File: src/rtl/linefill_unit_pkg.sv
// linefill_unit_pkg: shared definitions for the line-fill buffer.
//   - lfb_state_e : FSM state encodings (LFB_IDLE / LFB_START / LFB_FILL)
//   - AXI_RESP_*  : AXI read response encodings
//   - lfb_log2    : ceiling log2 used to derive offset/index widths
package linefill_unit_pkg;

  typedef enum logic [1:0] {
    LFB_IDLE  = 2'b00,
    LFB_START = 2'b01,
    LFB_FILL  = 2'b10
  } lfb_state_e;

  localparam logic [1:0] AXI_RESP_OKAY   = 2'b00;
  localparam logic [1:0] AXI_RESP_EXOKAY = 2'b01;
  localparam logic [1:0] AXI_RESP_SLVERR = 2'b10;
  localparam logic [1:0] AXI_RESP_DECERR = 2'b11;

  // Ceiling log2; an argument of 1 yields 0.
  function automatic int lfb_log2(input int n);
    int r;
    r = 0;
    for (int i = 0; i < 31; i++) begin
      if ((32'sd1 << i) < n) begin
        r = i + 1;
      end else begin
        r = r;
      end
    end
    return r;
  endfunction

endpackage

File: src/rtl/linefill_word_sel.sv
// linefill_word_sel: maps the beat counter onto a wrapped line word index
// (offset + beat, modulo the line length) and decodes it into one-hot word
// write enables.
//   offset     in  critical word index inside the line
//   beat_cnt   in  number of beats already accepted in this fill
//   beat_valid in  a beat is being accepted this cycle
//   word_we    out per-word write enable (all zero when no beat)
module linefill_word_sel
  import linefill_unit_pkg::*;
#(
  parameter int WORDS_PER_LINE = 8
) (
  input  logic [lfb_log2(WORDS_PER_LINE)-1:0] offset,
  input  logic [lfb_log2(WORDS_PER_LINE)-1:0] beat_cnt,
  input  logic                                beat_valid,
  output logic [WORDS_PER_LINE-1:0]           word_we
);

  localparam int WOFF_W = lfb_log2(WORDS_PER_LINE);

  logic [WOFF_W-1:0] word_idx_s;

  // Line length is a power of two, so truncating the sum gives the wrap.
  assign word_idx_s = offset + beat_cnt;

  // One-hot decode of the wrapped index, gated by the beat strobe.
  always_comb begin
    word_we = '0;
    for (int i = 0; i < WORDS_PER_LINE; i++) begin
      if (beat_valid && (word_idx_s == WOFF_W'(i))) begin
        word_we[i] = 1'b1;
      end else begin
        word_we[i] = 1'b0;
      end
    end
  end

endmodule

File: src/rtl/linefill_unit.sv
// linefill_unit: line-fill buffer between the data cache controller and the
// cache-side AXI master. Issues one wrapping, critical-word-first burst per
// request, forwards the first word early and assembles the full line.
// Ports:
//   Clk, Rst (async, active low)
//   Enable/Address                request side; Busy while not idle
//   AXIStartRead/BaseAddress/AXIBurstLen  burst request to the AXI master
//   RequestAttended/Data/ReadResp/ReadLast beat stream from the AXI master
//   CriticalWord/FirstDataAcquired  early critical word
//   Line/LineReadCompleted/LineError assembled line and status
// Optional build macro LFB_FORWARD_EN adds FwdAddress/FwdHit/FwdData, a
// combinational lookup into words already received for the current line.
module linefill_unit
  import linefill_unit_pkg::*;
#(
  parameter int ADDR_WIDTH     = 32,
  parameter int DATA_WIDTH     = 32,
  parameter int WORDS_PER_LINE = 8
) (
  input  logic                               Clk,
  input  logic                               Rst,
  input  logic                               Enable,
  input  logic [ADDR_WIDTH-1:0]              Address,
  output logic                               Busy,
  output logic                               AXIStartRead,
  output logic [ADDR_WIDTH-1:0]              BaseAddress,
  output logic [7:0]                         AXIBurstLen,
  input  logic                               RequestAttended,
  input  logic [DATA_WIDTH-1:0]              Data,
  input  logic [1:0]                         ReadResp,
  input  logic                               ReadLast,
  output logic [DATA_WIDTH-1:0]              CriticalWord,
  output logic                               FirstDataAcquired,
  output logic [DATA_WIDTH*WORDS_PER_LINE-1:0] Line,
  output logic                               LineReadCompleted,
  output logic                               LineError
`ifdef LFB_FORWARD_EN
  ,
  input  logic [ADDR_WIDTH-1:0]              FwdAddress,
  output logic                               FwdHit,
  output logic [DATA_WIDTH-1:0]              FwdData
`endif
);

  localparam int WOFF_W = lfb_log2(WORDS_PER_LINE);
  localparam int BOFF_W = lfb_log2(DATA_WIDTH / 8);
  localparam int LINE_W = DATA_WIDTH * WORDS_PER_LINE;
  localparam logic [ADDR_WIDTH-1:0] BOFF_MASK =
    ADDR_WIDTH'((64'd1 << BOFF_W) - 64'd1);

  lfb_state_e state_q, state_d;

  logic [WOFF_W-1:0]     offset_q, offset_d;
  logic [WOFF_W-1:0]     cnt_q, cnt_d;
  logic [ADDR_WIDTH-1:0] base_q, base_d;
  logic [DATA_WIDTH-1:0] crit_q, crit_d;
  logic                  first_q, first_d;
  logic [LINE_W-1:0]     line_q, line_d;
  logic                  done_q, done_d;
  logic                  err_q, err_d;

  logic busy_s, start_s, accept_s, beat_s, last_beat_s;
  logic [WORDS_PER_LINE-1:0] word_we_s;

  assign last_beat_s = (cnt_q == WOFF_W'(WORDS_PER_LINE - 1));

  linefill_word_sel #(
    .WORDS_PER_LINE(WORDS_PER_LINE)
  ) u_word_sel (
    .offset    (offset_q),
    .beat_cnt  (cnt_q),
    .beat_valid(beat_s),
    .word_we   (word_we_s)
  );

  // FSM state register.
  always_ff @(posedge Clk or negedge Rst) begin
    if (!Rst) begin
      state_q <= LFB_IDLE;
    end else begin
      state_q <= state_d;
    end
  end

  // FSM next-state logic; the beat counter alone decides completion.
  always_comb begin
    state_d = state_q;
    case (state_q)
      LFB_IDLE: begin
        if (Enable) state_d = LFB_START;
        else        state_d = LFB_IDLE;
      end
      LFB_START: state_d = LFB_FILL;
      LFB_FILL: begin
        if (beat_s && last_beat_s) state_d = LFB_IDLE;
        else                       state_d = LFB_FILL;
      end
      default: state_d = LFB_IDLE;
    endcase
  end

  // FSM output decode: status and per-cycle strobes.
  always_comb begin
    busy_s   = (state_q != LFB_IDLE);
    start_s  = (state_q == LFB_START);
    accept_s = (state_q == LFB_IDLE) && Enable;
    beat_s   = (state_q == LFB_FILL) && RequestAttended;
  end

  // Datapath next-state: request latch, beat capture and error tracking.
  always_comb begin
    offset_d = offset_q;
    cnt_d    = cnt_q;
    base_d   = base_q;
    crit_d   = crit_q;
    first_d  = 1'b0;
    line_d   = line_q;
    done_d   = 1'b0;
    err_d    = err_q;
    if (accept_s) begin
      offset_d = Address[BOFF_W +: WOFF_W];
      base_d   = Address & ~BOFF_MASK;
      cnt_d    = '0;
      err_d    = 1'b0;
    end else if (beat_s) begin
      cnt_d = cnt_q + WOFF_W'(1);
      if (cnt_q == '0) begin
        crit_d  = Data;
        first_d = 1'b1;
      end else begin
        crit_d  = crit_q;
        first_d = 1'b0;
      end
      for (int i = 0; i < WORDS_PER_LINE; i++) begin
        if (word_we_s[i]) begin
          line_d[i*DATA_WIDTH +: DATA_WIDTH] = Data;
        end else begin
          line_d[i*DATA_WIDTH +: DATA_WIDTH] = line_q[i*DATA_WIDTH +: DATA_WIDTH];
        end
      end
      // ReadLast must be high on exactly the final beat.
      if ((ReadResp != AXI_RESP_OKAY) || (ReadLast != last_beat_s)) begin
        err_d = 1'b1;
      end else begin
        err_d = err_q;
      end
      done_d = last_beat_s;
    end else begin
      cnt_d = cnt_q;
    end
  end

  // Datapath registers.
  always_ff @(posedge Clk or negedge Rst) begin
    if (!Rst) begin
      offset_q <= '0;
      cnt_q    <= '0;
      base_q   <= '0;
      crit_q   <= '0;
      first_q  <= 1'b0;
      line_q   <= '0;
      done_q   <= 1'b0;
      err_q    <= 1'b0;
    end else begin
      offset_q <= offset_d;
      cnt_q    <= cnt_d;
      base_q   <= base_d;
      crit_q   <= crit_d;
      first_q  <= first_d;
      line_q   <= line_d;
      done_q   <= done_d;
      err_q    <= err_d;
    end
  end

  assign Busy              = busy_s;
  assign AXIStartRead      = start_s;
  assign BaseAddress       = base_q;
  assign AXIBurstLen       = 8'(WORDS_PER_LINE - 1);
  assign CriticalWord      = crit_q;
  assign FirstDataAcquired = first_q;
  assign Line              = line_q;
  assign LineReadCompleted = done_q;
  assign LineError         = err_q;

`ifdef LFB_FORWARD_EN
  localparam logic [ADDR_WIDTH-1:0] LINE_MASK =
    ~ADDR_WIDTH'((64'd1 << (BOFF_W + WOFF_W)) - 64'd1);

  logic [WORDS_PER_LINE-1:0] valid_q, valid_d;
  logic [WOFF_W-1:0]         fwd_idx_s;

  // Per-word valid bits: cleared on a new request, set as words land.
  always_comb begin
    if (accept_s) begin
      valid_d = '0;
    end else begin
      valid_d = valid_q | word_we_s;
    end
  end

  // Valid bit register.
  always_ff @(posedge Clk or negedge Rst) begin
    if (!Rst) begin
      valid_q <= '0;
    end else begin
      valid_q <= valid_d;
    end
  end

  // Forwarding lookup uses registered words only, so a beat arriving this
  // cycle becomes visible one cycle later.
  always_comb begin
    fwd_idx_s = FwdAddress[BOFF_W +: WOFF_W];
    FwdHit    = 1'b0;
    FwdData   = '0;
    if ((busy_s || done_q) &&
        ((FwdAddress & LINE_MASK) == (base_q & LINE_MASK)) &&
        valid_q[fwd_idx_s]) begin
      FwdHit  = 1'b1;
      FwdData = line_q[fwd_idx_s*DATA_WIDTH +: DATA_WIDTH];
    end else begin
      FwdHit  = 1'b0;
      FwdData = '0;
    end
  end
`endif

endmodule
File: config.mk
export PLATFORM = sky130hd
export DESIGN_NAME = linefill_unit
export DESIGN_NICKNAME = d
export VERILOG_FILES = /design/src/rtl/linefill_unit_pkg.sv /design/src/rtl/linefill_word_sel.sv /design/src/rtl/linefill_unit.sv
export SDC_FILE = /design/constraint.sdc
export NUM_CORES = 1
export LEC_CHECK = 0
export ABC_AREA = 1
export BUFFER_PORTS_ARGS = -buffer_cell sky130_fd_sc_hd__buf_4
export CORE_MARGIN = 1.5
export CORE_UTILIZATION = 55
export DETAILED_ROUTE_END_ITERATION = 12
export GPL_TIMING_DRIVEN = 0
export PLACE_DENSITY = 0.85
export SETUP_SLACK_MARGIN = 0.15
export SYNTH_ARGS = -nofsm -noshare
export SYNTH_HDL_FRONTEND = slang
export SYNTH_SLANG_ARGS = --single-unit
File: constraint.sdc
create_clock -name Clk -period 5.1 [get_ports Clk]
set_input_delay 1.02 -clock Clk [delete_from_list [all_inputs] [get_ports Clk]]
set_output_delay 1.02 -clock Clk [all_outputs]
set_load 0.02 [all_outputs]
Word level (Yosys, flattened, before mapping). Index checks and enable logic that the tools add are counted.

Add/subtract/negate cells: 2. Equal/unequal tests: 11. Muxes and demuxes: 21. Bitwise operators: 1. Reductions and logical operators: 29.

Operator list (number): $reduce_and 3->1 (9); $mux 1 (17); $eq 3x3->1 const B (5); $logic_and 1x1->1 (11); $reduce_bool 2->1 (4); $eq 3x2->1 const B (2); $logic_not 3->1 (2); $mux 3 (2); $pmux 2 s3 (1); $add 3x1->3 const B (1); $add 3x3->3 (1); $eq 3x1->1 const B (1); $eq 2x1->1 const B (1); $eq 2x2->1 const B (1); $logic_not 2->1 (1); $mux 2 (1); $reduce_and 2->1 (1); $logic_or 1x1->1 (1); $ne 1x1->1 (1); $not 1->1 (1).

Register bits after elaboration: 329. Bits of input ports: 71. Output and inout bits: 333.

Logic depth before layout (Yosys ltp). Gate-level depths: netlist (run 1).

Depth after elaboration: 6. Depth in mapped cells: 10. Depth with buffers taken out: 9.

Modules after synthesis. Synthesis (run 1) repeated with hierarchy kept, for this count alone.

Cells, all modules: 1516. Area, all modules: 12976.2 sq um.

By module, submodules not included: linefill_unit (instances 1, cells each 1485, area an instance 12822.3 sq um, sequential area each 8157.8 sq um); linefill_word_sel (instances 1, cells each 31, area an instance 153.9 sq um, sequential area each 0.0 sq um).

Worst setup path before layout (run 1). OpenSTA, ideal clock, no wires.

Path type: reg-to-reg. Start point: register offset_q[0]. End point: register line_q[107] (netlist: Line[107]). Setup time: 0.065 ns. Arrival time: 1.967 ns. Slack: 3.068 ns. Cell stages (with the launch flop): 11. Clock period less this slack: 2.032 ns. Cells stage by stage: dfrtp_1 -> ha_1 -> inv_1 -> fa_1 -> inv_1 -> nand2_1 -> nor2_1 -> buf_2 -> buf_2 -> nand3_1 -> nand2_1.

Longest elaborated chain between the ends: 5.

Ends and longest elaborated chain: start, declared (line linefill_unit.sv:53) `logic [WOFF_W-1:0] offset_q, offset_d;`; start signal, assigned (line linefill_unit.sv:165) `offset_q <= offset_d;`; $add 3x3->3 (line linefill_word_sel.sv:24) `assign word_idx_s = offset + beat_cnt;`; $eq 3x2->1 (line linefill_word_sel.sv:30) `if (beat_valid && (word_idx_s == WOFF_W'(i))) begin`; $logic_and 1x1->1 (line linefill_word_sel.sv:30); $mux 1 (line linefill_word_sel.sv:30); $reduce_and 3->1 (no line); end signal, assigned (line linefill_unit.sv:170) `line_q <= line_d;`; end, declared (line linefill_unit.sv:58) `logic [LINE_W-1:0] line_q, line_d;`.

No other way between the ends. A chain may end at the register's enable or synchronous reset.

Worst setup path in the final report (run 1).
Start point: register offset_q[0]. End point: register line_q[141] (netlist: Line[141]).

Longest elaborated chain between the ends: 5.

Ends and longest elaborated chain (line): $add 3x3->3 (linefill_word_sel.sv:24); $eq 3x3->1 (linefill_word_sel.sv:30); $logic_and 1x1->1 (linefill_word_sel.sv:30); $mux 1 (linefill_word_sel.sv:30); $reduce_and 3->1 (no line).

No other way between the ends.

==> results of run 1 <==
==> Yosys cell counts <==
library cell,instances
a21oi_1,1
buf_1,3
buf_2,99
buf_4,18
buf_6,7
clkbuf_1,11
clkinv_1,1
conb_1,2
dfrtp_1,326
fa_1,1
ha_1,4
inv_1,12
inv_2,1
nand2_1,687
nand3_1,261
nand4_1,1
nor2_1,7
nor2_2,1
nor2_4,1
nor3_2,1
o21ai_0,37
o21bai_1,1
==> how the worst max path moves through the flow <==
stage,start,endpoint,slack (ns),depth (start not counted)
global route,offset_q[0],Line[144],2.51,9
global placement,Rst,BaseAddress[15],0.15,1
floorplan,offset_q[0],Line[107],3.07,10
CTS,offset_q[0],Line[142],2.63,9
finish,offset_q[0],Line[141],2.62,9
detailed placement,RequestAttended,Line[61],2.58,8
==> power by group <==
part / internal (mW) / total (mW) / switching (mW)
logic: 2.25 / 6.39 / 4.14
registers: 3.75 / 4.46 / 0.718
clock network: 1.67 / 2.70 / 1.02
==> layout by cell type, fill, tap and decap left out, drive strengths merged, types with 4 or more instances in the layout <==
cell type / synthesis / routed
buf: 127 / 488
conb: 2 / 10
nand3: 261 / 261
inv: 13 / 13
nor2: 9 / 9
clkbuf: 11 / 61
ha: 4 / 4
nand2: 687 / 687
bufinv: 0 / 5
clkinv: 1 / 7
o21ai: 37 / 37
dfrtp: 326 / 326
==> flip-flops by register name, indices dropped and copies added (netlist names) <==
name / flops
Line: 256
CriticalWord: 32
BaseAddress: 28
cnt_q: 3
offset_q: 2
state_q: 2
FirstDataAcquired: 1
LineError: 1
LineReadCompleted: 1
==> metrics by stage <==
step	instances	hold WS, ns	power (mW)	setup WS [ns]
after floorplan	1491	0.539	7.81	3.07
final	2232	0.472	13.6	2.62
after global placement	2169	0.455	10.6	0.155
after detailed placement	2171	0.459	10.8	2.58
after global routing	2232	0.485	14.2	2.51
after CTS	2232	0.473	13.5	2.63
==> routing by layer <==
layer	track usage, %	vias to the layer above	wire [um]	part of all wire [%]
met4	17.5	0	1940	4.4
li1	-	5477	-	-
met5	0	-	0	0
met1	43.8	5896	16300	37
met2	56.7	702	21000	48
met3	8.90	131	4470	10
==> layout make-up <==
cell class | instances | area, um^2
sequential | 326 | 8160
fill | 1609 | 5870
multi-input combinational | 1013 | 4250
timing repair buffer | 361 | 2760
clock buffer | 50 | 1040
buffer | 138 | 762
tap | 319 | 399
clock inverter | 11 | 180
inverter | 14 | 52.6
==> worst register-to-register path: stages (launching register included) <==
cell and delay (ns):
dfrtp_1 0.40, ha_1 0.17, inv_1 0.05, fa_1 0.55, nand4_1 0.12, nor2_1 0.19
nand2_1 0.37, buf_1 0.34, nand2_1 0.13, nand2_1 0.06
==> cells by family after synthesis <==
kind of cell / share of synthesized area [%]
AND/OR/NAND/NOR: 29.9
flip-flops: 61.8
buffers and inverters: 6.17
AO/OA/AOI/OAI: 1.50
adder cells (fa/ha/maj): 0.531
other: 0.0569
==> metrics.md, run 1 <==
| Metric | Value |
|---|---|
| CP arrival | 2.88 ns |
| Post CTS Setup Buffer Count | 0 |
| Max_cap viols | 0 |
| CP max stage delay | 0.55 ns |
| Drt pass-1 iters | 6 |
| Critical R2R Launch | offset_q[0] |
| Gr ovfl total | 0 |
| DRC viols | 0 |
| Area leader, netlist | dfrtp_1 |
| Initial antenna violation count | 0 |
| Diodes inserted | 0 |
| RR Endpoint | Line[141] |
| Worst Tran Pin Value | 0.655 ns |
| Sequential area share after synthesis | 61.8% |
| Startpoint Class | register |
| Clk buf depth | 3 |
| CP Buf/Inv Count | 2 |
| Port bufs | 359 |
| Status | complete, no violations |
| CTS sink count | 326 |
| First-pass GRT wire length | 66.0 mm |
| CTS buffer count | 34 |
| Crit path required time | 5.49 ns |
| Worst Hold Class | register to register |
| Die Wd | 158 um |
| DR vias/cell | 5.47 |
| Worst-path maximum fanout | 10 |
| Setup Crit Path Kind | register to register |
| FF-to-FF setup slack | 2.62 ns |
| Clk pin slew, worst setup/hold paths | 0.06 ns |
| Synth Instances | 1,483 |
| Initial DRC Count | 917 |
| Clk_skew | 0.0118 ns |
| Slowest cell on crit path | fa_1 |
| Post-synth cell types | 22 |
| Period utilization | 48.7% |
| DP HPWL | 30.1 mm |
| Final setup viols | 0 |
| Hold endpoint | Line[43] |
| Crit-path most repeated cell | nand2_1 |
| # rows | 56 |
| Layout cell share with drive strength beyond 1 | 28.4% |
| Root buffer cell | clkbuf_16 |
| Vias in the first global route | 11,900 |
| Routed wire per std cell | 19.6 um |
| Routability-driven placement congestion ratio | 0.827 |
| H-tree levels | 2 |
| DR vias | 12,200 |
| DIE AREA | 24,900 um^2 |
| PwrDens | 770 nW/um^2 |
| Share of Yosys cell area claimed by the top area cell type | 61.8% |
| Largest net degree at the start of global routing | 126 |
| Worst relative slew slack | 56.3% |
| FMAX | 0.403 GHz |
| Antenna viol nets, final | 0 |
| Setup_tns | 0 ns |
| Hold violation total from the final report | 0 |
| Fin util | 75.0% |
| Worst VDD drop | 0.458 mV |
| Design Area, Final | 17,600 um^2 |
| Crit path cell chain | ha_1 -> inv_1 -> fa_1 -> nand4_1 -> nor2_1 -> nand2_1 -> buf_1 -> nand2_1 -> nand2_1 |
| Synth area leaders | dfrtp_1 62%, nand2_1 20%, nand3_1 9.9% |
| Post-Syn Area | 13,200 um^2 |
| Crit end category | register |
| Synth Area per Inst | 8.90 um^2 |
| WL final | 43.7 mm |
| CTS tree | yes |
| Synthesis-to-finish area growth | 33.4% |
| Resized cells post-CTS | 0 |
| Die Ht | 158 um |
| Starting density of the core | 56.2% |
| Core area | 23,500 um^2 |
| Cts hold-fix bufs | 0 |
| RSZ-0062 raised after global routing | false |
| Leakage | 9.96 nW |
| Post-layout min period | 2.48 ns |
| Hold path startpoint | Line[43] |
| Final nets | 1,964 |
| Hold Path Depth | 2 |
| Yosys warning count | 0 |
| Fin. max-slew vios | 0 |
| Worst R2R Path Depth | 9 |
| Placed cell area | 16,400 um^2 |
| Cell family with most CP delay | simple AND/OR/NAND/NOR gates |
| Flops & latches, synth | 326 |
| Clk_lat worst skew | 0.51 ns |
| I/O pins | 404 |
| All-Layer GR Usage | 35.0% |
(Power assumes the default switching activity.)
==> run 2: changes to the inputs <==
Settings changed: CORE_UTILIZATION 55 to 46, PLACE_DENSITY 0.85 to 0.76.
Clock period 5.1 ns to 2.13 ns, I/O delays scaled along.
==> run 2 against run 1 <==
Net effect: the flow now finishes with violations (negative setup slack); via count is 2.8% higher; critical path depth is 1 higher; clock skew is 0.0071 ns higher; highest routed layer unchanged.
==> metrics.md, run 2 (same netlist as run 1, synthesis figures left out) <==
| Metric | Value |
|---|---|
| Crit path required time | 2.57 ns |
| DR vias | 12,500 |
| Total chip power | 35.1 mW |
| Commonest non-fill, non-tap cell in the layout | nand2_1 |
| Period utilization | 106% |
| Status | finished, violations left |
| Worst VDD drop | 0.968 mV |
| Finished Layout Cells | 2,358 |
| CTS tree | yes |
| Starting density of the core | 47.1% |
| Worst R2R Path Depth | 10 |
| CTS sink count | 326 |
| Hold Path Depth | 3 |
| Leakage | 10.6 nW |
| Worst relative slew slack | 61.1% |
| Startpoint Class | register |
| Setup_tns | -8.85 ns |
| First-pass GRT wire length | 71.4 mm |
| Largest net degree at the start of global routing | 102 |
| Critical R2R Launch | cnt_q[0] |
| Placed insts | 2,231 |
| FMAX | 0.441 GHz |
| Fin worst setup slack | -0.136 ns |
| Vias in the first global route | 12,300 |
| Diodes inserted | 0 |
| Core area | 28,000 um^2 |
| Failing checks | negative setup slack |
| RSZ-0062 raised after global routing | true |
| Gr ovfl total | 0 |
| Setup Crit Path Kind | register to register |
| DR vias/cell | 5.32 |
| Clk pin slew, worst setup/hold paths | 0.06 ns |
| Antenna viol nets, final | 0 |
| Worst Tran Pin Value | 0.584 ns |
| # rows | 61 |
| Die Ht | 172 um |
| RR Endpoint | Line[17] |
| CTS buffer count | 36 |
| Routed wire per std cell | 20.8 um |
| Routability-driven placement congestion ratio | 0.817 |
| Synthesis-to-finish area growth | 50.3% |
| Post-layout min period | 2.27 ns |
| FF-to-FF setup slack | -0.14 ns |
| Crit end category | register |
| Clk_lat worst skew | 0.51 ns |
| Most frequent cells in the layout | 581 x nand2_1, 413 x buf_4, 325 x dfrtp_1, 197 x nand3_1, 78 x nand2_2 |
| Drt pass-1 iters | 7 |
| Root buffer cell | clkbuf_16 |
| DP HPWL | 31.1 mm |
| DRC viols | 0 |
| Die Wd | 172 um |
| I/O pins | 404 |
| Initial antenna violation count | 0 |
| WL final | 49.1 mm |
| Worst Hold Class | input pin to register |
| Largest register FFs | 256 |
| Hold violation total from the final report | 0 |
| Clk_skew | 0.0189 ns |
| Initial DRC Count | 982 |
| Layout cell share with drive strength beyond 1 | 39.8% |
| Final setup viols | 154 |
| Worst Setup EP | Line[17] |
| Final nets | 2,032 |
| Clk buf depth | 3 |
| DIE AREA | 29,700 um^2 |
| Critical Path Start | cnt_q[0] |
| H-tree levels | 2 |
| CP arrival | 2.71 ns |
| Fin. max-slew vios | 0 |
| Worst-path maximum fanout | 10 |
| PwrDens | 1770 nW/um^2 |
| All-Layer GR Usage | 32.3% |
| Max_cap viols | 0 |
| Port bufs | 359 |
==> run 2: cell types whose count changed in the layout (fill, tap and decap cells not counted), sizes merged <==
cell,delta
bufinv,-3
clkbuf,+8
clkinvlp,+2
clkinv,-2
buf,+60
bufbuf,+1
dlygate4sd3,+1
==> run 2: cell type report <==
cell class	instances	area (um^2)
inverters	14	52.6
flip-flops and latches	326	8160
clock buffers	54	1060
clock inverters	8	95.1
repair buffers	427	3690
plain buffers	138	1190
fillers	2049	8190
well taps	378	473
multi-input cells	1013	5100
==> run 2: worst min path at each step <==
stage | startpoint | end | slack (ns)
after floorplan | Rst | BaseAddress[10] | 0.13
after global placement | Line[244] | Line[244] | 0.46
after detailed placement | Rst | Line[70] | 0.43
after CTS | Address[6] | BaseAddress[6] | 0.10
after global routing | Address[27] | BaseAddress[27] | 0.11
final | Address[6] | BaseAddress[6] | 0.11
==> run 2: timing repair <==
item                                    CTS  global route
gates cloned                             21             2
endpoints found under the setup margin  257           344
hold buffers                              1             0
pin swaps                                49            44
gates resized for setup                 271           128
hold endpoints to repair                 69             0
buffers inserted                         29            12
==> run 2: worst max-delay path, cell delays in order (launching register included) <==
cell	delay, ns
dfrtp_1	0.41
ha_4	0.15
inv_2	0.04
fa_2	0.64
nand4_1	0.18
nor2_4	0.16
buf_4	0.14
buf_12	0.15
buf_12	0.14
nand3_1	0.10
nand2_1	0.09
==> run 2: stage by stage <==
stage | util [%] | instance area [um^2] | hold WS [ns] | worst slack [ns]
2_1_floorplan | - | 13200 | 0.130 | 0.156
3_3_place_gp | 58.5 | 16400 | 0.455 | -2.61
3_5_place_dp | 58.9 | 16500 | 0.427 | -0.308
4_1_cts | 68.5 | 19200 | 0.101 | -0.0543
5_1_grt | 70.8 | 19800 | 0.110 | -0.205
6_report | 70.8 | 19800 | 0.114 | -0.136
==> run 2: metal layers <==
metal  track usage [%]  routed length, um
met1              41.1              19400
met2              52.9              23800
met3              8.29               4190
met4              12.9               1790
met5                 0                  0
==> run 2: report_power, final <==
group          total [mW]  switching, mW  leakage, nW  internal (mW)
combinational        18.0           11.0         5.89           7.02
sequential           10.9           1.90         4.17           8.98
clock                6.19           2.51        0.562           3.67
==> run 3: changes to the inputs <==
Settings changed: SKIP_CTS_REPAIR_TIMING from default to 1.
==> run 3 against run 2 <==
Net effect: the run still ends with negative setup slack left; sequential share of layout area grew 0.48 points; sequential cell count unchanged; final cell count decreased by 0.81%; utilization is 0.82 points lower; clock skew is 0.0019 ns higher; clock-buffer cell count stayed put; clock power barely moved; global-route usage shrank 2.3 points; critical endpoint is now Line[104]; sequential power hardly changed; register-to-register slack lost 0.02 ns.
==> metrics.md, run 3 (same netlist as run 1, synthesis figures left out) <==
| Metric | Value |
|---|---|
| Worst Tran Pin Value | 0.579 ns |
| Multi-input gate area | 4980 um^2 |
| CTS tree | yes |
| Fill count | 2,103 |
| Layout cell share with drive strength beyond 1 | 38.2% |
| Final nets | 2,013 |
| Drt pass-1 iters | 5 |
| Largest net degree at the start of global routing | 102 |
| Die Ht | 172 um |
| DR vias | 12,600 |
| Hold violation total from the final report | 0 |
| CTS sink count | 326 |
| WL final | 48.8 mm |
| Routed wire per std cell | 20.8 um |
| Commonest non-fill, non-tap cell in the layout | nand2_1 |
| # rows | 61 |
| Clk_lat worst skew | 0.52 ns |
| Largest register FFs | 256 |
| Fin. max-slew vios | 0 |
| Startpoint Class | register |
| First-pass GRT wire length | 66.5 mm |
| Worst relative slew slack | 61.4% |
| Port bufs | 359 |
| Place WS | -0.308 ns |
| RSZ-0062 raised after global routing | true |
| Status | finished, violations left |
| Antenna viol nets, final | 0 |
| Routability-driven placement congestion ratio | 0.817 |
| Worst Hold Class | input pin to register |
| Max_cap viols | 0 |
| Post-layout min period | 2.29 ns |
| Synthesis-to-finish area growth | 48.5% |
| Initial antenna violation count | 0 |
| Worst-path maximum fanout | 7 |
| Worst R2R Path Depth | 12 |
| Clk buf depth | 3 |
| Starting density of the core | 47.1% |
| Clk_skew | 0.0208 ns |
| DR vias/cell | 5.37 |
| Placed cell area | 16,500 um^2 |
| DIE AREA | 29,700 um^2 |
| DRC viols | 0 |
| Setup_tns | -10.96 ns |
| Period utilization | 107% |
| Leakage | 10.5 nW |
| Diodes inserted | 0 |
| Initial DRC Count | 977 |
| Vias in the first global route | 11,600 |
| Root buffer cell | clkbuf_16 |
| Crit end category | register |
| Hold slack | 0.114 ns |
| Hold Path Depth | 3 |
| Crit path required time | 2.52 ns |
| Fin worst setup slack | -0.159 ns |
| Design Area, Final | 19,600 um^2 |
| All-Layer GR Usage | 30.0% |
| Clk pin slew, worst setup/hold paths | 0.06 ns |
| H-tree levels | 2 |
| Final setup viols | 190 |
| Sequential Area | 8160 um^2 |
| Core area | 28,000 um^2 |
| Die Wd | 172 um |
| CP arrival | 2.68 ns |
| Worst VDD drop | 0.965 mV |
| DP HPWL | 31.1 mm |
| I/O pins | 404 |
| Gr ovfl total | 0 |
| Most frequent cells in the layout | 580 x nand2_1, 387 x buf_4, 325 x dfrtp_1, 216 x nand3_1, 74 x nand2_2 |
| PwrDens | 1780 nW/um^2 |
| CTS buffer count | 36 |
| FMAX | 0.437 GHz |
| Fin util | 69.9% |
| Setup Crit Path Kind | register to register |
| Failing checks | negative setup slack |
-- run 3: cell types whose count changed in the layout (fill, tap and decap cells not counted), sizes merged --
| cell | change |
|---|---|
| clkbuf | +23 |
| buf | -41 |
| bufbuf | -1 |
-- run 3: worst paths after layout --
kind | end | from | slack, ns
worst max register to register | Line[104] | cnt_q[0] | -0.16
worst min register to register | Line[163] | Line[163] | 0.47
min in group asynchronous | Line[70] | Rst | 0.48
worst min-delay path | BaseAddress[6] | Address[6] | 0.11
max in group asynchronous | CriticalWord[30] | Rst | 0.37
worst max-delay path | Line[104] | cnt_q[0] | -0.16
-- run 3: through the flow --
stage | total power [mW] | std cells
2_1_floorplan | 18.7 | 1491
3_3_place_gp | 25.6 | 2228
3_5_place_dp | 26.0 | 2231
4_1_cts | 32.2 | 2293
5_1_grt | 36.6 | 2339
6_report | 34.9 | 2339
-- run 3: worst max-delay path: stages (launching register included) --
cell and delay [ns]:
dfrtp_1 0.43, ha_4 0.18, inv_2 0.04, fa_2 0.47, buf_4 0.16, inv_2 0.04
nand2_2 0.05, nor2_4 0.23, buf_6 0.16, nand2_8 0.10, clkbuf_16 0.20, nand2_4 0.05
nand2_1 0.06
-- run 3: routing by layer --
metal	routed length (um)	global-route usage, %
met5	0	0
met4	1910	10.8
met3	4340	6.68
met2	23200	48.7
met1	19300	39.7
-- run 3: cell type report --
type                            instances  area share (%)
Clock inverter                          8           0.485
Inverter                               14           0.268
Clock buffer                           54            5.41
Tap cell                              378            2.41
Timing Repair Buffer                  408            18.1
Sequential cell                       326            41.6
Multi-Input combinational cell       1013            25.4
Buffer                                138            6.23
-- run 3: where the power goes --
| group | internal (mW) | switching, mW | total [mW] |
|---|---|---|---|
| Clock | 3.67 | 2.51 | 6.18 |
| Sequential | 8.98 | 1.94 | 10.9 |
| Combinational | 6.93 | 10.9 | 17.8 |
